**src/rtl/alu_issue_stage_if.sv**
```systemverilog
// Bundles the decoder-side issue handshake and the ALU operand/result bus
// seen by alu_issue_stage.
interface alu_issue_stage_if #(
  parameter int DATA_W = 16,
  parameter int IDX_W  = 3
);
  logic              in_valid;
  logic              in_ready;
  logic [3:0]        in_op;
  logic [IDX_W-1:0]  in_rd;
  logic [IDX_W-1:0]  in_rs1;
  logic [IDX_W-1:0]  in_rs2;
  logic              in_use_imm;
  logic [DATA_W-1:0] in_imm;

  logic [DATA_W-1:0] alu_a;
  logic [DATA_W-1:0] alu_b;
  logic [3:0]        alu_op_code;
  logic [DATA_W-1:0] alu_result;
  logic              alu_zero;
  logic              alu_carry;
  logic              alu_overflow;

  // master: decoder and ALU side; slave: the issue stage itself
  modport master (
    output in_valid, in_op, in_rd, in_rs1, in_rs2, in_use_imm, in_imm,
    output alu_result, alu_zero, alu_carry, alu_overflow,
    input  in_ready, alu_a, alu_b, alu_op_code
  );

  modport slave (
    input  in_valid, in_op, in_rd, in_rs1, in_rs2, in_use_imm, in_imm,
    input  alu_result, alu_zero, alu_carry, alu_overflow,
    output in_ready, alu_a, alu_b, alu_op_code
  );
endinterface

```
**src/rtl/alu_issue_stage.sv**
```systemverilog
// Operand issue and writeback around a combinational ALU: register file with
// result bypass, one execute slot, writeback pulse, status flags and retire counter.
module alu_issue_stage #(
  parameter int DATA_W   = 16,
  parameter int NUM_REGS = 8
) (
  input  logic                        clk,
  input  logic                        rst,
  alu_issue_stage_if.slave            bus,
  input  logic                        stall,
  output logic                        wb_valid,
  output logic [$clog2(NUM_REGS)-1:0] wb_rd,
  output logic [DATA_W-1:0]           wb_data,
  output logic [2:0]                  flags_zcv,
  output logic [15:0]                 retire_count,
  input  logic [$clog2(NUM_REGS)-1:0] dbg_addr,
  output logic [DATA_W-1:0]           dbg_data
);
  localparam int IDX_W = $clog2(NUM_REGS);

  logic [DATA_W-1:0] regs [NUM_REGS];
  logic              ex_valid;
  logic [IDX_W-1:0]  ex_rd;
  logic              retire;
  logic              accept;
  logic [DATA_W-1:0] rs1_val;
  logic [DATA_W-1:0] rs2_val;
  logic [DATA_W-1:0] op_b;

  assign bus.in_ready = !stall;
  assign retire       = ex_valid && !stall;
  assign accept       = bus.in_valid && !stall;

  // The in-flight result is forwarded because it is written on the same edge
  // the reader is accepted; r0 is never forwarded.
  always_comb begin
    rs1_val = regs[bus.in_rs1];
    rs2_val = regs[bus.in_rs2];
    if (ex_valid && ex_rd == bus.in_rs1 && bus.in_rs1 != '0) begin
      rs1_val = bus.alu_result;
    end
    if (ex_valid && ex_rd == bus.in_rs2 && bus.in_rs2 != '0) begin
      rs2_val = bus.alu_result;
    end
    op_b = bus.in_use_imm ? bus.in_imm : rs2_val;
  end

  always_ff @(posedge clk) begin
    if (rst) begin
      for (int i = 0; i < NUM_REGS; i++) begin
        regs[i] <= '0;
      end
    end else if (retire && ex_rd != '0) begin
      regs[ex_rd] <= bus.alu_result;
    end
  end

  // Execute slot; operands keep their last values once the slot empties.
  always_ff @(posedge clk) begin
    if (rst) begin
      ex_valid        <= 1'b0;
      ex_rd           <= '0;
      bus.alu_a       <= '0;
      bus.alu_b       <= '0;
      bus.alu_op_code <= '0;
    end else if (accept) begin
      ex_valid        <= 1'b1;
      ex_rd           <= bus.in_rd;
      bus.alu_a       <= rs1_val;
      bus.alu_b       <= op_b;
      bus.alu_op_code <= bus.in_op;
    end else if (retire) begin
      ex_valid <= 1'b0;
    end
  end

  always_ff @(posedge clk) begin
    if (rst) begin
      wb_valid     <= 1'b0;
      wb_rd        <= '0;
      wb_data      <= '0;
      flags_zcv    <= '0;
      retire_count <= '0;
    end else begin
      wb_valid <= retire;
      if (retire) begin
        wb_rd        <= ex_rd;
        wb_data      <= bus.alu_result;
        flags_zcv    <= {bus.alu_zero, bus.alu_carry, bus.alu_overflow};
        retire_count <= retire_count + 16'd1;
      end
    end
  end

  assign dbg_data = (dbg_addr == '0) ? '0 : regs[dbg_addr];
endmodule
```
**src/flat_wrapper.sv**
```systemverilog
// flat-port wrapper written by rule: the top's interface ports become plain ports
module alu_issue_stage_flat 
#(
  parameter int DATA_W   = 16,
  parameter int NUM_REGS = 8
)
  (clk, rst, stall, wb_valid, wb_rd, wb_data, flags_zcv, retire_count, dbg_addr, dbg_data, bus_in_valid, bus_in_op, bus_in_rd, bus_in_rs1, bus_in_rs2, bus_in_use_imm, bus_in_imm, bus_alu_result, bus_alu_zero, bus_alu_carry, bus_alu_overflow, bus_in_ready, bus_alu_a, bus_alu_b, bus_alu_op_code);
  alu_issue_stage_if #(.DATA_W(DATA_W)) bus_i ();
  input  logic clk;
  input  logic rst;
  input  logic stall;
  output logic wb_valid;
  output logic [$clog2(NUM_REGS)-1:0] wb_rd;
  output logic [DATA_W-1:0] wb_data;
  output logic [2:0] flags_zcv;
  output logic [15:0] retire_count;
  input  logic [$clog2(NUM_REGS)-1:0] dbg_addr;
  output logic [DATA_W-1:0] dbg_data;
  input wire logic [$bits(bus_i.in_valid)-1:0] bus_in_valid;
  input wire logic [$bits(bus_i.in_op)-1:0] bus_in_op;
  input wire logic [$bits(bus_i.in_rd)-1:0] bus_in_rd;
  input wire logic [$bits(bus_i.in_rs1)-1:0] bus_in_rs1;
  input wire logic [$bits(bus_i.in_rs2)-1:0] bus_in_rs2;
  input wire logic [$bits(bus_i.in_use_imm)-1:0] bus_in_use_imm;
  input wire logic [$bits(bus_i.in_imm)-1:0] bus_in_imm;
  input wire logic [$bits(bus_i.alu_result)-1:0] bus_alu_result;
  input wire logic [$bits(bus_i.alu_zero)-1:0] bus_alu_zero;
  input wire logic [$bits(bus_i.alu_carry)-1:0] bus_alu_carry;
  input wire logic [$bits(bus_i.alu_overflow)-1:0] bus_alu_overflow;
  output wire logic [$bits(bus_i.in_ready)-1:0] bus_in_ready;
  output wire logic [$bits(bus_i.alu_a)-1:0] bus_alu_a;
  output wire logic [$bits(bus_i.alu_b)-1:0] bus_alu_b;
  output wire logic [$bits(bus_i.alu_op_code)-1:0] bus_alu_op_code;
  assign bus_i.in_valid = bus_in_valid;
  assign bus_i.in_op = bus_in_op;
  assign bus_i.in_rd = bus_in_rd;
  assign bus_i.in_rs1 = bus_in_rs1;
  assign bus_i.in_rs2 = bus_in_rs2;
  assign bus_i.in_use_imm = bus_in_use_imm;
  assign bus_i.in_imm = bus_in_imm;
  assign bus_i.alu_result = bus_alu_result;
  assign bus_i.alu_zero = bus_alu_zero;
  assign bus_i.alu_carry = bus_alu_carry;
  assign bus_i.alu_overflow = bus_alu_overflow;
  assign bus_in_ready = bus_i.in_ready;
  assign bus_alu_a = bus_i.alu_a;
  assign bus_alu_b = bus_i.alu_b;
  assign bus_alu_op_code = bus_i.alu_op_code;
  alu_issue_stage #(.DATA_W(DATA_W), .NUM_REGS(NUM_REGS)) u_core (.clk(clk), .rst(rst), .bus(bus_i), .stall(stall), .wb_valid(wb_valid), .wb_rd(wb_rd), .wb_data(wb_data), .flags_zcv(flags_zcv), .retire_count(retire_count), .dbg_addr(dbg_addr), .dbg_data(dbg_data));
endmodule
```
**config.mk**
```make
export PLATFORM = sky130hd
export DESIGN_NAME = alu_issue_stage_flat
export DESIGN_NICKNAME = d
export VERILOG_FILES = /design/src/rtl/alu_issue_stage_if.sv /design/src/rtl/alu_issue_stage.sv /design/src/flat_wrapper.sv
export SDC_FILE = /design/constraint.sdc
export NUM_CORES = 1
export LEC_CHECK = 0
export ABC_AREA = 1
export ABC_CLOCK_PERIOD_IN_PS = 4500
export BUFFER_PORTS_ARGS = -buffer_cell sky130_fd_sc_hd__buf_2
export CORE_MARGIN = 2
export CORE_UTILIZATION = 50
export DETAILED_ROUTE_END_ITERATION = 16
export PLACE_DENSITY = 0.7
export SETUP_SLACK_MARGIN = 0.4
export SLEW_MARGIN = 20
export SYNTH_ARGS = -nofsm -noshare
export SYNTH_HDL_FRONTEND = slang
export SYNTH_SLANG_ARGS = --single-unit
```
**constraint.sdc**
```tcl
create_clock -name clk -period 4.5 [get_ports clk]
set_clock_uncertainty 0.2 [all_clocks]
set_input_delay 0.45 -clock clk [delete_from_list [all_inputs] [get_ports clk]]
set_output_delay 0.45 -clock clk [all_outputs]
set_load 0.01 [all_outputs]
```
# ---- Word level (Yosys, flattened, before mapping)
# Memory sizes are Yosys's and may differ from the RTL's. A register that Yosys moved wholly into a read port is not among the register bits.
# Index checks and enable logic that the tools add are counted.
dict set report word_totals {
  regBits 63
  ramBits 128
  wordCells 36
  n_memories 1
  rom_bits 0
  output_inout_bits 92
  in_bits 56
  latchBits 0
}
# name words width read_ports rd_ports_with_merged_regs write_ports line_no
set memory_table {}
lappend memory_table {u_core.regs 8 16 3 1 8 alu_issue_stage.sv:21} ;# logic [DATA_W-1:0] regs [NUM_REGS];
dict set report classes {
  n_div 0
  muxes 13
  eq_ne 1
  n_addsub 1
  shifts 0
  n_lt_le_gt_ge 0
  n_reduce_logical 11
  bitwise 0
  mul 0
}
# operator n
set op_table {}
lappend op_table {{two-way mux 16 bit} 4}
lappend op_table {{adder 16 x 1 -> 16 bit, second input constant} 1}
lappend op_table {{OR reduction 16 bit} 1}
lappend op_table {{two-way mux 1 bit} 8}
lappend op_table {{nonzero test 3 bit} 2}
lappend op_table {{logical AND 1 bit} 5}
lappend op_table {{== test 3 bit} 1}
lappend op_table {{zero test 3 bit} 1}
lappend op_table {{two-way mux 3 bit} 1}
lappend op_table {{nonzero test 2 bit} 1}
lappend op_table {{zero test 1 bit} 1}

# ---- Depth between registers and ports, before layout
dict set report depth {
  ltp_word 8
  depth_mapped 11
  mapped_depth_nobuf 10
}

# ---- Least setup slack after synthesis
# OpenSTA, ideal clock, no wires.
dict set report synth_path {
  path_kind {input -> register}
  startpoint {input port stall}
  endpoint {memory u_core.regs[5][0] (enable)}
  path_buffers 1
  cell_stages 6
  setup_slack_ps 2244
  t_arrival_ps 1684
  t_required_ps 3928
  setup_ps 372
  path_cell_list {inv_2 nand2_4 nor3_2 nand3_1 buf_2 nand2_1}
}
# item line_no
set synth_lines {}
lappend synth_lines {{start, declared} flat_wrapper.sv:11} ;# input logic stall;
lappend synth_lines {{end, declared} alu_issue_stage.sv:21}

# ---- Final worst setup path
dict set report layout_path {
  startpoint {input port dbg_addr[2]}
  endpoint {output port dbg_data[9]}
}
dict set report layout_between {
  elab_chain_cells 2
  elab_cells_between_ends 3
  classes_between {mux (1); reduce/logical (1); memory (1)}
}
# item line_no
set layout_lines {}
lappend layout_lines {{start, declared} flat_wrapper.sv:17} ;# input logic [$clog2(NUM_REGS)-1:0] dbg_addr;
lappend layout_lines {{memory (8 x 16 bit) or zero test 3 bit (tied branches)} n/a}
lappend layout_lines {{two-way mux 16 bit *} alu_issue_stage.sv:95} ;# assign dbg_data = (dbg_addr == '0) ? '0 : regs[dbg_addr];
lappend layout_lines {{end, declared} flat_wrapper.sv:18} ;# output logic [DATA_W-1:0] dbg_data;
# Mark *: on every way between the ends. The rest lies on a longest branch, timed or not.

==> qor.txt <==
HP Class = in2reg
DR WL/cell = 20.6 um
commonest non-fill, non-tap cell in the layout = nand2_1
1st-iter DRT viols = 1675
# IOs = 148
# DRC = 0
first-pass GRT wire length = 61.5 mm
pre-CTS WS = 1.22 ns
sequential area share after synthesis = 0.466
Clock Sinks = 207
DRT antenna net count = 0
placed cells = 1949
post-synthesis compound-gate area fraction = 0.162
antenna violations before repair = 2
simple logic cell fraction of the synthesized area = 0.267
Buffers on Ports = 147
H-tree level count = 1
Async S/R FF share, synth = 0
status = completed
total track usage = 0.331
Worst setup EP type = output port
DR pass1 iterations = 5
number of setup buffers added after CTS = 0
CP arrival = 2.68 ns
Setup Crit Path Kind = in2out
via/cell ratio = 5.87
CTS tree = built
Max Fanout on Critical Path = 17
core area = 22700 um2
Slew @ Worst Pin = 1.01 ns
flops & latches, synth = 207
Leak = 5.91 nW
RSZ-0062 raised after global routing = no
Resize count post-CTS = 0
Die Y = 157 um
fin crit period = 3.33 ns
largest cells by area after synthesis = edfxtp_1 (33%), dfxtp_1 (14%), nand3_1 (8.7%)
Synth Area per Inst = 7.26 um2
layout cells sized above 1 = 0.125
final hold vios = 0
drt total wl = 41.2 mm
final setup margin = 1.17 ns
fin. max-slew vios = 0
Area growth, synth to finish = 14.6%
Required @ worst endpoint = 3.85 ns
IR drop worst, VDD = 0.238 mV
DP Area = 12400 um2
post-synthesis adder-cell area fraction = 0.00108
TNS Setup = 0 ns
Clk network pwr share = 0.423
vias in the first global route = 10500
Cell variety after synth = 34
latest clock arrival within the worst-skew pair = 0.53 ns
max-cap viol count = 0
die area = 24500 um2
Hold Slack = 0.00747 ns
RD Place Congestion = 1.01
final count of negative-setup-slack endpoints = 0
total global routing overflow = 0
commonest cells after routing, fill and taps aside = nand2_1 (259), nor2_1 (229), nand3_1 (203), inv_1 (170), a21oi_1 (166)
row count = 55
FMAX = 0.300 GHz
Sw Ratio = 0.281
nets = 1754
Int Pwr = 3.52 mW
post-synth top area cell = edfxtp_1
total CTS buffers = 24
nature of the critical path startpoint = input pin
Initial Util = 0.512
mux contribution to synthesized area = 0
top_reg_cell synth = edfxtp_1
Root Buffer = clkbuf_16
largest net degree at the start of global routing = 89
sequential share of power = 0.437
hold buffers post-CTS = 7
Logic pwr share = 0.140
xor/xnor share of the synthesized area = 0.00301
final period utilization = 0.741
EDFF count, synth = 128
fin area = 13300 um2
P_sw = 1.38 mW
Clk pin slew, worst setup/hold paths = 0.06 ns
post-layout util = 0.587
Cells after Synth = 1602
via count = 11800
power per cell area = 367 nW/um2
Pwr Total = 4.90 mW
Mapped Area = 11600 um2
placed wire-length estimate = 27.7 mm
Finished Layout Cells = 2003
CTS Buffer Depth = 3
largest family of logic cells by synthesized area = simple AND/OR/NAND/NOR gates
Ys Warns = 0
slew margin rel. = 0.327
top-area cell type share of the netlist area = 0.330
die width = 157 um
==> metal layers <==
layer / up-vias / part of all wire / global-route usage
met5: - / 0 / 0
met4: 0 / 0.058 / 0.177
met3: 138 / 0.11 / 0.0648
met2: 726 / 0.43 / 0.484
met1: 5400 / 0.39 / 0.462
li1: 5502 / - / -
==> critical path, cell delays in order <==
cell and delay [ns]:
buf_2 0.34, clkinv_1 0.60, nand3_1 0.80, nand2_1 0.15, a31oi_1 0.18, buf_2 0.16
==> power groups by stage <==
stage	registers (mW)	clock network [mW]	logic [mW]
finish	2.14	2.07	0.687
floorplan	2.17	0	0.408
global route	2.15	2.15	0.743
detailed placement	2.18	0	0.660
CTS	2.14	2.08	0.667
global placement	2.18	0	0.655
==> area by class of cell <==
type,instances,area [um2]
flip-flops and latches,207,5430
clock buffers,33,718
fillers,2114,9370
multi-input cells,1109,5100
well taps,285,357
repair buffers,167,906
inverters,188,706
diodes,3,7.51
clock inverters,11,121
==> Yosys cell counts (3+ instances only) <==
| library cell | count |
|---|---|
| nand2_1 | 259 |
| nor2_1 | 229 |
| nand3_1 | 203 |
| inv_1 | 171 |
| a21oi_1 | 166 |
| o21ai_0 | 158 |
| edfxtp_1 | 128 |
| dfxtp_1 | 79 |
| clkbuf_1 | 68 |
| buf_2 | 23 |
| a31oi_1 | 22 |
| buf_1 | 20 |
| nand4_1 | 18 |
| o211ai_1 | 12 |
| clkinv_1 | 11 |
| nor3_1 | 7 |
| inv_2 | 6 |
| nor3b_1 | 3 |
==> kinds of logic after synthesis <==
group / after synthesis
DFF: 207
adders and majority gates: 1
AOI/OAI and AO/OA: 362
other: 1
xor gates and xnor gates: 4
and+or+nand+nor: 726
buffers and inverters: 301
==> worst paths after layout <==
path / startpoint / end / slack, ns / cells after the start
worst max-delay path: dbg_addr[2] / dbg_data[9] / 1.17 / 6
worst min-delay path: bus_in_op[3] / u_core.bus.alu_op_code[3]$_SDFFE_PP0P_ / 0.007 / 3
worst max register to register: u_core.ex_valid$_SDFFE_PP0P_ / u_core.regs[5][0]$_SDFFCE_PN0P_ / 1.60 / 4
worst min register to register: u_core.bus.alu_b[1]$_SDFFE_PP0P_ / u_core.bus.alu_b[1]$_SDFFE_PP0P_ / 0.27 / 2
==> sequential cells by signal, indices dropped and copies added (netlist names) <==
name	count
u_core.wb_valid	1
u_core.bus.alu_b	16
u_core.bus.alu_op_code	4
u_core.bus.alu_a	16
u_core.wb_rd	3
u_core.wb_data	16
u_core.flags_zcv	3
u_core.regs	128
u_core.retire_count	16
u_core.ex_valid	1
u_core.ex_rd	3
Power figures use the tool's default switching activity.
